File: config.mk
export PLATFORM = sky130hd
export DESIGN_NAME = program_counter_flat
export DESIGN_NICKNAME = d
export VERILOG_FILES = /design/src/rtl/pc_pkg.sv /design/src/rtl/program_counter_if.sv /design/src/rtl/return_stack.sv /design/src/rtl/program_counter.sv /design/src/flat_wrapper.sv
export SDC_FILE = /design/constraint.sdc
export NUM_CORES = 1
export LEC_CHECK = 0
export ABC_AREA = 1
export BUFFER_PORTS_ARGS = -buffer_cell sky130_fd_sc_hd__buf_2
export CAP_MARGIN = 20
export CORE_ASPECT_RATIO = 1.4
export CORE_MARGIN = 4
export CORE_UTILIZATION = 55
export CTS_CLUSTER_SIZE = 10
export DETAILED_ROUTE_END_ITERATION = 6
export GPL_TIMING_DRIVEN = 0
export HOLD_SLACK_MARGIN = 0.15
export MAX_ROUTING_LAYER = met4
export PLACE_DENSITY_LB_ADDON = 0.08
export SYNTH_ARGS = -nofsm -noshare
export SYNTH_HDL_FRONTEND = slang
export SYNTH_SLANG_ARGS = --single-unit
File: constraint.sdc
create_clock -name clk -period 2.1 [get_ports clk]
set_input_delay 0.21 -clock clk [delete_from_list [all_inputs] [get_ports clk]]
set_output_delay 0.21 -clock clk [all_outputs]
set_load 0.1 [all_outputs]
File: src/rtl/pc_pkg.sv
// Shared types and defaults for the program counter and its return-address stack.
package pc_pkg;

    localparam int unsigned ADDR_W              = 16;
    localparam int unsigned DEPTH_W             = 4;
    localparam int unsigned DEFAULT_STACK_DEPTH = 4;

    typedef logic [ADDR_W-1:0]  addr_t;
    typedef logic [DEPTH_W-1:0] depth_t;

    localparam addr_t DEFAULT_RESET_VECTOR = 16'h0000;

    // The single action the PC performs in a given cycle, already prioritised.
    typedef enum logic [2:0] {
        ACT_HOLD,
        ACT_INC,
        ACT_SET,
        ACT_RETURN,
        ACT_INTERRUPT,
        ACT_LOCKED
    } pc_action_e;

endpackage

File: src/rtl/program_counter_if.sv
// Control and status bundle between the instruction sequencer (master) and the PC (slave).
interface program_counter_if
    import pc_pkg::*;
();

    addr_t  i_data_bus;
    addr_t  i_interrupt_address;
    logic   i_set_enable;
    logic   i_address_enable;
    logic   i_interrupt_enable;
    logic   i_lock;
    logic   i_increment;
    logic   i_return;

    addr_t  o_address_bus;
    addr_t  o_pc;
    logic   o_in_interrupt;
    logic   o_int_pending;
    depth_t o_stack_depth;
    logic   o_stack_overflow;
    logic   o_stack_underflow;

    modport master (
        output i_data_bus, i_interrupt_address, i_set_enable, i_address_enable,
               i_interrupt_enable, i_lock, i_increment, i_return,
        input  o_address_bus, o_pc, o_in_interrupt, o_int_pending, o_stack_depth,
               o_stack_overflow, o_stack_underflow
    );

    modport slave (
        input  i_data_bus, i_interrupt_address, i_set_enable, i_address_enable,
               i_interrupt_enable, i_lock, i_increment, i_return,
        output o_address_bus, o_pc, o_in_interrupt, o_int_pending, o_stack_depth,
               o_stack_overflow, o_stack_underflow
    );

endinterface

File: src/rtl/return_stack.sv
// Return-address LIFO: plain push/pop storage, the caller decides when each may happen.
module return_stack
    import pc_pkg::*;
#(
    parameter int unsigned DEPTH = DEFAULT_STACK_DEPTH
) (
    input  logic   clk,
    input  logic   n_rst,
    input  logic   push,
    input  logic   pop,
    input  addr_t  push_data,
    output addr_t  top,
    output depth_t depth,
    output logic   full,
    output logic   empty
);

    addr_t  mem [DEPTH];
    depth_t count_q;

    assign depth = count_q;
    assign full  = (count_q == depth_t'(DEPTH));
    assign empty = (count_q == '0);

    always_comb begin
        top = '0;
        for (int i = 0; i < DEPTH; i++) begin
            if (count_q == depth_t'(i + 1)) top = mem[i];
        end
    end

    // NOTE: the storage array is reset here because cleared contents are observable
    // behaviour; sequential state is always written with <= so every flop samples
    // its pre-edge value.
    always_ff @(posedge clk or negedge n_rst) begin
        if (!n_rst) begin
            for (int i = 0; i < DEPTH; i++) mem[i] <= '0;
            count_q <= '0;
        end else if (push && !full) begin
            for (int i = 0; i < DEPTH; i++) begin
                if (count_q == depth_t'(i)) mem[i] <= push_data;
            end
            count_q <= count_q + depth_t'(1);
        end else if (pop && !empty) begin
            count_q <= count_q - depth_t'(1);
        end
    end

endmodule

File: src/rtl/program_counter.sv
// Program counter with lock, latched interrupt entry and a return-address stack.
module program_counter
    import pc_pkg::*;
#(
    parameter int unsigned STACK_DEPTH  = DEFAULT_STACK_DEPTH,
    parameter addr_t       RESET_VECTOR = DEFAULT_RESET_VECTOR
) (
    input logic              clk,
    input logic              n_rst,
    program_counter_if.slave bus
);

    addr_t      pc_q;
    addr_t      pend_vec_q;
    addr_t      stack_top;
    addr_t      entry_vec;
    logic       pend_q;
    logic       ovf_q;
    logic       unf_q;
    logic       push;
    logic       pop;
    logic       stack_full;
    logic       stack_empty;
    depth_t     depth;
    pc_action_e action;

    // NOTE: the decode gets its default before any branch so no path infers a latch.
    always_comb begin
        action = ACT_HOLD;
        if (bus.i_lock)                              action = ACT_LOCKED;
        else if (pend_q || bus.i_interrupt_enable)   action = ACT_INTERRUPT;
        else if (bus.i_return)                       action = ACT_RETURN;
        else if (bus.i_set_enable)                   action = ACT_SET;
        else if (bus.i_increment)                    action = ACT_INC;
    end

    // A latched request is older than a live one, so it is always served first.
    assign entry_vec = pend_q ? pend_vec_q : bus.i_interrupt_address;
    assign push      = (action == ACT_INTERRUPT) && !stack_full;
    assign pop       = (action == ACT_RETURN) && !stack_empty;

    return_stack #(
        .DEPTH (STACK_DEPTH)
    ) u_stack (
        .clk       (clk),
        .n_rst     (n_rst),
        .push      (push),
        .pop       (pop),
        .push_data (pc_q),
        .top       (stack_top),
        .depth     (depth),
        .full      (stack_full),
        .empty     (stack_empty)
    );

    always_ff @(posedge clk or negedge n_rst) begin
        if (!n_rst) begin
            pc_q       <= RESET_VECTOR;
            pend_q     <= 1'b0;
            pend_vec_q <= '0;
            ovf_q      <= 1'b0;
            unf_q      <= 1'b0;
        end else begin
            unique case (action)
                ACT_LOCKED: begin
                    if (bus.i_interrupt_enable) begin
                        pend_q     <= 1'b1;
                        pend_vec_q <= bus.i_interrupt_address;
                    end
                end
                ACT_INTERRUPT: begin
                    if (stack_full) ovf_q <= 1'b1;
                    else            pc_q  <= entry_vec;
                    // A live request arriving with a pending one becomes the next pending.
                    pend_q <= pend_q && bus.i_interrupt_enable;
                    if (bus.i_interrupt_enable) pend_vec_q <= bus.i_interrupt_address;
                end
                ACT_RETURN: begin
                    if (stack_empty) unf_q <= 1'b1;
                    else             pc_q  <= stack_top;
                end
                ACT_SET:  pc_q <= bus.i_data_bus;
                ACT_INC:  pc_q <= pc_q + addr_t'(1);
                default:  ;
            endcase
        end
    end

    assign bus.o_address_bus     = (n_rst && bus.i_address_enable) ? pc_q : '0;
    assign bus.o_pc              = pc_q;
    assign bus.o_in_interrupt    = (depth != '0);
    assign bus.o_int_pending     = pend_q;
    assign bus.o_stack_depth     = depth;
    assign bus.o_stack_overflow  = ovf_q;
    assign bus.o_stack_underflow = unf_q;

endmodule

File: src/flat_wrapper.sv
// flat-port wrapper written by rule: the top's interface ports become plain ports
module program_counter_flat import pc_pkg::*;
#(
    parameter int unsigned STACK_DEPTH  = DEFAULT_STACK_DEPTH,
    parameter addr_t       RESET_VECTOR = DEFAULT_RESET_VECTOR
)
  (clk, n_rst, bus_i_data_bus, bus_i_interrupt_address, bus_i_set_enable, bus_i_address_enable, bus_i_interrupt_enable, bus_i_lock, bus_i_increment, bus_i_return, bus_o_address_bus, bus_o_pc, bus_o_in_interrupt, bus_o_int_pending, bus_o_stack_depth, bus_o_stack_overflow, bus_o_stack_underflow);
  program_counter_if bus_i ();
  input logic clk;
  input logic n_rst;
  input wire logic [$bits(bus_i.i_data_bus)-1:0] bus_i_data_bus;
  input wire logic [$bits(bus_i.i_interrupt_address)-1:0] bus_i_interrupt_address;
  input wire logic [$bits(bus_i.i_set_enable)-1:0] bus_i_set_enable;
  input wire logic [$bits(bus_i.i_address_enable)-1:0] bus_i_address_enable;
  input wire logic [$bits(bus_i.i_interrupt_enable)-1:0] bus_i_interrupt_enable;
  input wire logic [$bits(bus_i.i_lock)-1:0] bus_i_lock;
  input wire logic [$bits(bus_i.i_increment)-1:0] bus_i_increment;
  input wire logic [$bits(bus_i.i_return)-1:0] bus_i_return;
  output wire logic [$bits(bus_i.o_address_bus)-1:0] bus_o_address_bus;
  output wire logic [$bits(bus_i.o_pc)-1:0] bus_o_pc;
  output wire logic [$bits(bus_i.o_in_interrupt)-1:0] bus_o_in_interrupt;
  output wire logic [$bits(bus_i.o_int_pending)-1:0] bus_o_int_pending;
  output wire logic [$bits(bus_i.o_stack_depth)-1:0] bus_o_stack_depth;
  output wire logic [$bits(bus_i.o_stack_overflow)-1:0] bus_o_stack_overflow;
  output wire logic [$bits(bus_i.o_stack_underflow)-1:0] bus_o_stack_underflow;
  assign bus_i.i_data_bus = bus_i_data_bus;
  assign bus_i.i_interrupt_address = bus_i_interrupt_address;
  assign bus_i.i_set_enable = bus_i_set_enable;
  assign bus_i.i_address_enable = bus_i_address_enable;
  assign bus_i.i_interrupt_enable = bus_i_interrupt_enable;
  assign bus_i.i_lock = bus_i_lock;
  assign bus_i.i_increment = bus_i_increment;
  assign bus_i.i_return = bus_i_return;
  assign bus_o_address_bus = bus_i.o_address_bus;
  assign bus_o_pc = bus_i.o_pc;
  assign bus_o_in_interrupt = bus_i.o_in_interrupt;
  assign bus_o_int_pending = bus_i.o_int_pending;
  assign bus_o_stack_depth = bus_i.o_stack_depth;
  assign bus_o_stack_overflow = bus_i.o_stack_overflow;
  assign bus_o_stack_underflow = bus_i.o_stack_underflow;
  program_counter #(.STACK_DEPTH(STACK_DEPTH), .RESET_VECTOR(RESET_VECTOR)) u_core (.clk(clk), .n_rst(n_rst), .bus(bus_i));
endmodule
; ---- Yosys cells after proc, flatten, opt, wreduce, memory -nomap -nowiden
; Index checks and enable logic that the tools add are counted.
[op_classes]
mux = 18
add_sub_neg = 3
n_reduce_logical = 24
n_eq_ne = 12
[ops]
columns = operator, count
row1 = $mux W16, 8
row2 = $pmux W16 S4, 1
row3 = $add A16 B1 Y16 const B, 1
row4 = $reduce_and A2 Y1, 8
row5 = $mux W3, 4
row6 = $eq A4 B2 Y1 const B, 2
row7 = $mux W4, 2
row8 = $reduce_bool A4 Y1, 2
row9 = $eq A3 B2 Y1 const B, 2
row10 = $eq A3 B3 Y1 const B, 2
row11 = $logic_and A1 B1 Y1, 6
row12 = $ne A2 B2 Y1 const B, 3
row13 = $add A4 B1 Y4 const B, 1
row14 = $eq A4 B1 Y1 const B, 1
row15 = $eq A4 B3 Y1 const B, 1
row16 = $logic_not A4 Y1, 1
row17 = $reduce_bool A2 Y1, 2
row18 = $sub A4 B1 Y4 const B, 1
row19 = $eq A3 B1 Y1 const B, 1
row20 = $reduce_and A3 Y1, 1
row21 = $logic_not A1 Y1, 2
row22 = $mux W1, 2
row23 = $pmux W1 S2, 1
row24 = $reduce_or A2 Y1, 1
row25 = $logic_or A1 B1 Y1, 1
[word_totals]
word_cells = 67
input_bits = 40
output_inout_bits = 40
reg_bits = 103

; ---- Depth between registers and ports, before layout
[depth]
depth_word = 10
depth_mapped = 13
mapped_depth_nobuf = 12

; ---- Cells and area by module
; Synthesis repeated with hierarchy kept, for this count alone.
[unflattened]
cells_unflattened = 839
hier_area_um2 = 6000.8
[by_module_without_submodules]
columns = module, area_per_inst_um2, instances, seq_area_each_um2, cells_per_inst
row1 = return_stack, 3360.7, 1, 1701.6, 420
row2 = program_counter, 2640.0, 1, 875.8, 419

; ---- Least setup slack after synthesis
; No wires, ideal clock.
[synth_path]
kind = reg-to-reg
start = reg u_core.u_stack.count_q[0] (netlist: u_core.u_stack.depth[0])
end = reg u_core.u_stack.count_q[2] (netlist: u_core.u_stack.depth[2])
stages_incl_launch_ff = 9
synth_period_minus_slack_ns = 2.803
t_arrival_ns = 2.724
required_ns = 2.021
slack_ns = -0.703
cell_sequence = dfrtp_1 > inv_1 > ha_1 > nand2_1 > nor2_1 > inv_1 > nand3_1 > o21ai_0 > xor2_1
[synth_via]
elab_chain_len = 5
word_cells_on_any_way = 13
classes_between = add/sub: 2 / eq/ne: 1 / mux: 2 / reduce/logical: 8
[synth_rtl]
columns = item, line_no
row1 = from (decl), return_stack.sv:19  ; depth_t count_q;
row2 = from (signal assigned), return_stack.sv:43  ; count_q <= count_q + depth_t'(1);
row3 = from (signal assigned), return_stack.sv:45  ; count_q <= count_q - depth_t'(1);
row4 = "parallel branches: the longest is 5 deep, another holds $sub A4 B1 Y4", n/a
; Several ways; the timed one is not identified. The select of a mux whose other input is x is not followed.
; A chain may end at the register's enable or synchronous reset.

; ---- Worst setup path after layout
[layout_path]
start = reg u_core.u_stack.count_q[1] (netlist: u_core.u_stack.depth[1])
end = reg u_core.u_stack.mem[42] (netlist bit)
[layout_via]
elab_chain_len = 5
word_cells_on_any_way = 6
classes_between = eq/ne: 2 / reduce/logical: 4
[layout_rtl]
columns = item, line_no
row1 = $eq A4 B3 Y1, return_stack.sv:22  ; assign full = (count_q == depth_t'(DEPTH));
row2 = $logic_not A1 Y1, "return_stack.sv:39, program_counter.sv:39"
row3 = $logic_and A1 B1 Y1, program_counter.sv:39  ; assign push = (action == ACT_INTERRUPT) && !stack_full;
row4 = $logic_and A1 B1 Y1, return_stack.sv:39  ; end else if (push && !full) begin
row5 = $reduce_and A2 Y1 (no source line) *, n/a
row6 = "to (signal, indexed assignment)", return_stack.sv:41  ; if (count_q == depth_t'(i)) mem[i] <= push_data;
row7 = to (decl), return_stack.sv:18  ; addr_t mem [DEPTH];
; Every way passes the cells marked *; elsewhere a longest branch is shown, timed or not.

==> flow_metrics.py <==
metrics = {
    "outcome": {
        "outcome": "finished clean",
    },
    "clock_network": {
        "clockBufferDepth": 2,
        "cts_buffers": 9,
        "cts_tree": "yes",
        "clk_pin_slew_ps": 80,
        "clk_latency_ps": 350,
        "cts_root_buf": "clkbuf_16",
        "numClockSinks": 103,
        "htree_levels": 3,
    },
    "finish": {
        "multi_input_area_sq_um": 2980,
        "layout.nets": 1017,
        "syn_to_final_growth_pct": 21.7,
        "seq_area_sq_um": 2590,
        "drive_above_1_share_pct": 18.2,
        "postLayoutCellArea_sq_um": 7220,
        "fillCellCount": 942,
        "diodes": 0,
    },
    "floorplan": {
        "rows": 44,
        "start_util_pct": 56.7,
        "dieArea_sq_um": 12500,
        "core_area_sq_um": 10500,
        "die_h_um": 131,
        "ioPinCount": 80,
        "die_x_um": 95.8,
    },
    "synthesis": {
        "synthAdderAreaFrac_pct": 1.05,
        "synth_top_family_by_area": "simple AND/OR/NAND/NOR gates",
        "syn_area_sq_um": 5940,
        "synth_simple_gate_area_share_pct": 35.6,
        "synth_compound_area_share_pct": 10.1,
        "ys_ff_latch": 103,
        "yosysSeqAreaShare_pct": 43.4,
        "synth_mux_area_share_pct": 0,
        "ys_types": 31,
        "ys_warn_count": 0,
        "synth_xor_area_share_pct": 0.885,
        "synth_cells": 861,
        "avgSynthCellArea_sq_um": 6.89,
        "syn_nets": 906,
    },
    "detailed_routing": {
        "post_drt_wl_per_cell_um": 15.7,
        "drt_drc_violations_left": 0,
        "drt-initial-drc-count": 311,
        "via_per_inst": 5.25,
        "drtAntennaViolNets": 0,
        "wirelength_mm": 17.5,
        "vias": 5856,
        "drt-pass1-iter-count": 5,
    },
    "global_routing": {
        "met1_usage_pct": 34.9,
        "met2_usage_pct": 53.2,
        "grtUsageMet3_pct": 2.29,
        "grt_max_degree": 67,
        "grt_pass1_wl_mm": 27.9,
        "antenna_found_initial": 0,
        "grt.busiest_layer": "met2",
        "track_usage_pct": 30.0,
        "overflow": 0,
        "grt_pass1_vias": 5706,
    },
    "place": {
        "pre_cts_ws_ps": -451,
        "port_buffers": 79,
        "globalplace.congestion": 0.964,
        "placed_area_sq_um": 6720,
        "post-dp-hpwl_mm": 13.3,
    },
    "sta": {
        "finalWorstSetupSlack_ps": 63.4,
        "period_share_pct": 97.0,
        "fmax_ghz": 0.491,
        "period_minus_slack_ps": 2040,
        "rsz0062_at_grt": "false",
        "fin_skew_ps": 8.96,
        "timing.final.hold_violations": 0,
        "max_slew_margin_pct": 62.0,
        "finalMaxSlewViolations": 0,
        "setup_viol": 0,
        "tightest_slew_ps": 570,
        "hold_slack_ps": 169,
    },
    "power": {
        "ir_drop_mv": 0.721,
        "p_leak_nw": 3.82,
        "cellPowerDensity_nw_per_um2": 1320,
        "power.total_mw": 9.56,
    },
    "worst_setup_path": {
        "crit_type": "register to register",
        "cp-end-kind": "register",
        "required_ps": 2320,
        "critPathArrivalTime_ps": 2260,
        "path_max_fanout": 10,
        "start_kind": "register",
    },
    "hold_path": {
        "hp-class": "input port to register",
    },
    "job": {
        "maxCapViolCount": 0,
    },
}
==> final timing paths <==
kind	from	to	slack (ps)	depth (start not counted)
max	u_core.u_stack.depth[1]$_DFFE_PN0P_	u_core.u_stack.mem[42]$_DFFE_PN0P_	60	8
min	bus_i_data_bus[1]	u_core.bus.o_pc[1]$_DFFE_PN0P_	170	5
max in group asynchronous	n_rst	u_core.u_stack.mem[12]$_DFFE_PN0P_	1230	3
min in group asynchronous	n_rst	u_core.u_stack.mem[49]$_DFFE_PN0P_	550	3
max reg2reg	u_core.u_stack.depth[1]$_DFFE_PN0P_	u_core.u_stack.mem[42]$_DFFE_PN0P_	60	8
min reg2reg	u_core.bus.o_stack_overflow$_DFFE_PN0P_	u_core.bus.o_stack_overflow$_DFFE_PN0P_	480	2
==> cell usage after synthesis <==
master | instances | area, sq um
ha_1 | 5 | 62.6
buf_1 | 1 | 3.75
nand2_4 | 3 | 33.8
inv_4 | 1 | 6.26
o31ai_1 | 1 | 7.51
o21bai_4 | 1 | 18.8
buf_2 | 13 | 65.1
dfrtp_1 | 103 | 2580
nand2_2 | 5 | 31.3
nand3_1 | 51 | 255
inv_1 | 85 | 319
a21oi_1 | 5 | 25.0
nor2_8 | 1 | 20.0
o21ai_0 | 109 | 546
inv_2 | 3 | 11.3
o21ai_1 | 1 | 5.00
nor2_1 | 100 | 375
buf_4 | 5 | 37.5
nand2_1 | 323 | 1210
buf_6 | 3 | 33.8
nand3_2 | 2 | 20.0
or2_2 | 2 | 12.5
nand3b_1 | 5 | 37.5
nor3_1 | 2 | 10.0
xor2_1 | 6 | 52.6
clkbuf_2 | 1 | 5.00
nor2_2 | 1 | 6.26
nor2_4 | 4 | 45.0
nand4_1 | 6 | 37.5
nand3_4 | 1 | 17.5
clkbuf_1 | 12 | 45.0
==> cell usage in the layout (no fill, tap or decap), types with 5 or more instances in the layout <==
cell type / n
nand3b_1: 5
nand4_1: 6
a21oi_1: 5
clkbuf_16: 9
buf_2: 83
nand2_2: 8
inv_1: 82
nor2_4: 21
buf_4: 13
o21ai_0: 107
dfrtp_1: 97
nor2_1: 83
clkbuf_1: 9
dlygate4sd3_1: 18
nand3_1: 50
xor2_1: 6
nand2_1: 320
==> timing repair <==
item                                   in CTS  in global routing
endpoints found under the hold margin      54                  0
buffers inserted                            0                  0
setup endpoints to repair                  11                 22
gates resized for setup                    10                  6
hold buffers                               19                  0
==> registers in the layout (all words and copies together), names as in the netlist <==
name,flops
u_core.bus.o_int_pending,1
u_core.u_stack.mem,64
u_core.pend_vec_q,16
u_core.bus.o_pc,16
u_core.u_stack.depth,4
u_core.bus.o_stack_overflow,1
u_core.bus.o_stack_underflow,1
==> metrics by stage <==
step           util [%]  std cells  setup TNS [ps]
2_1_floorplan         -        861           -85.0
3_3_place_gp       63.8       1078          -66850
3_5_place_dp       64.2       1080           -4030
4_1_cts            69.0       1115               0
5_1_grt            69.1       1115               0
6_report           69.1       1115               0
==> per-layer routing <==
layer	vias up	part of all wire (%)
met2	177	53
met4	0	2.6
li1	2896	-
met1	2754	41
met5	-	0
met3	29	3.9
==> final cells by class <==
type	instances	area share, %
Buffer	35	2.68
Clock buffer	9	3.12
Clock inverter	7	0.675
Inverter	89	4.78
Multi-Input combinational cell	634	41.3
Sequential cell	103	35.9
Tap cell	138	2.39
Timing Repair Buffer	100	9.20
==> worst max-delay path: stages, from the launching register on <==
cell and delay [ps]:
dfrtp_4 520, inv_4 90, ha_1 280, nand2_1 230
inv_1 270, nand2_2 130, buf_2 210, nand2_1 90
o21ai_0 90
==> power by group <==
group	leakage (nW)	total, mW	internal (mW)	switching [mW]
logic	2.41	4.74	1.16	3.58
clock network	0.136	1.59	0.807	0.784
registers	1.28	3.23	2.69	0.537
==> cell families (layout without fill, tap and decap cells) <==
group                    Yosys count  in the layout
AO/OA/AOI/OAI                    117            117
XOR/XNOR                           6              6
adder cells (fa/ha/maj)            5              5
buffers and inverters            124            240
flip-flops                       103            103
AND/OR/NAND/NOR                  506            506
Note: power is estimated with default switching activity, not from simulation.
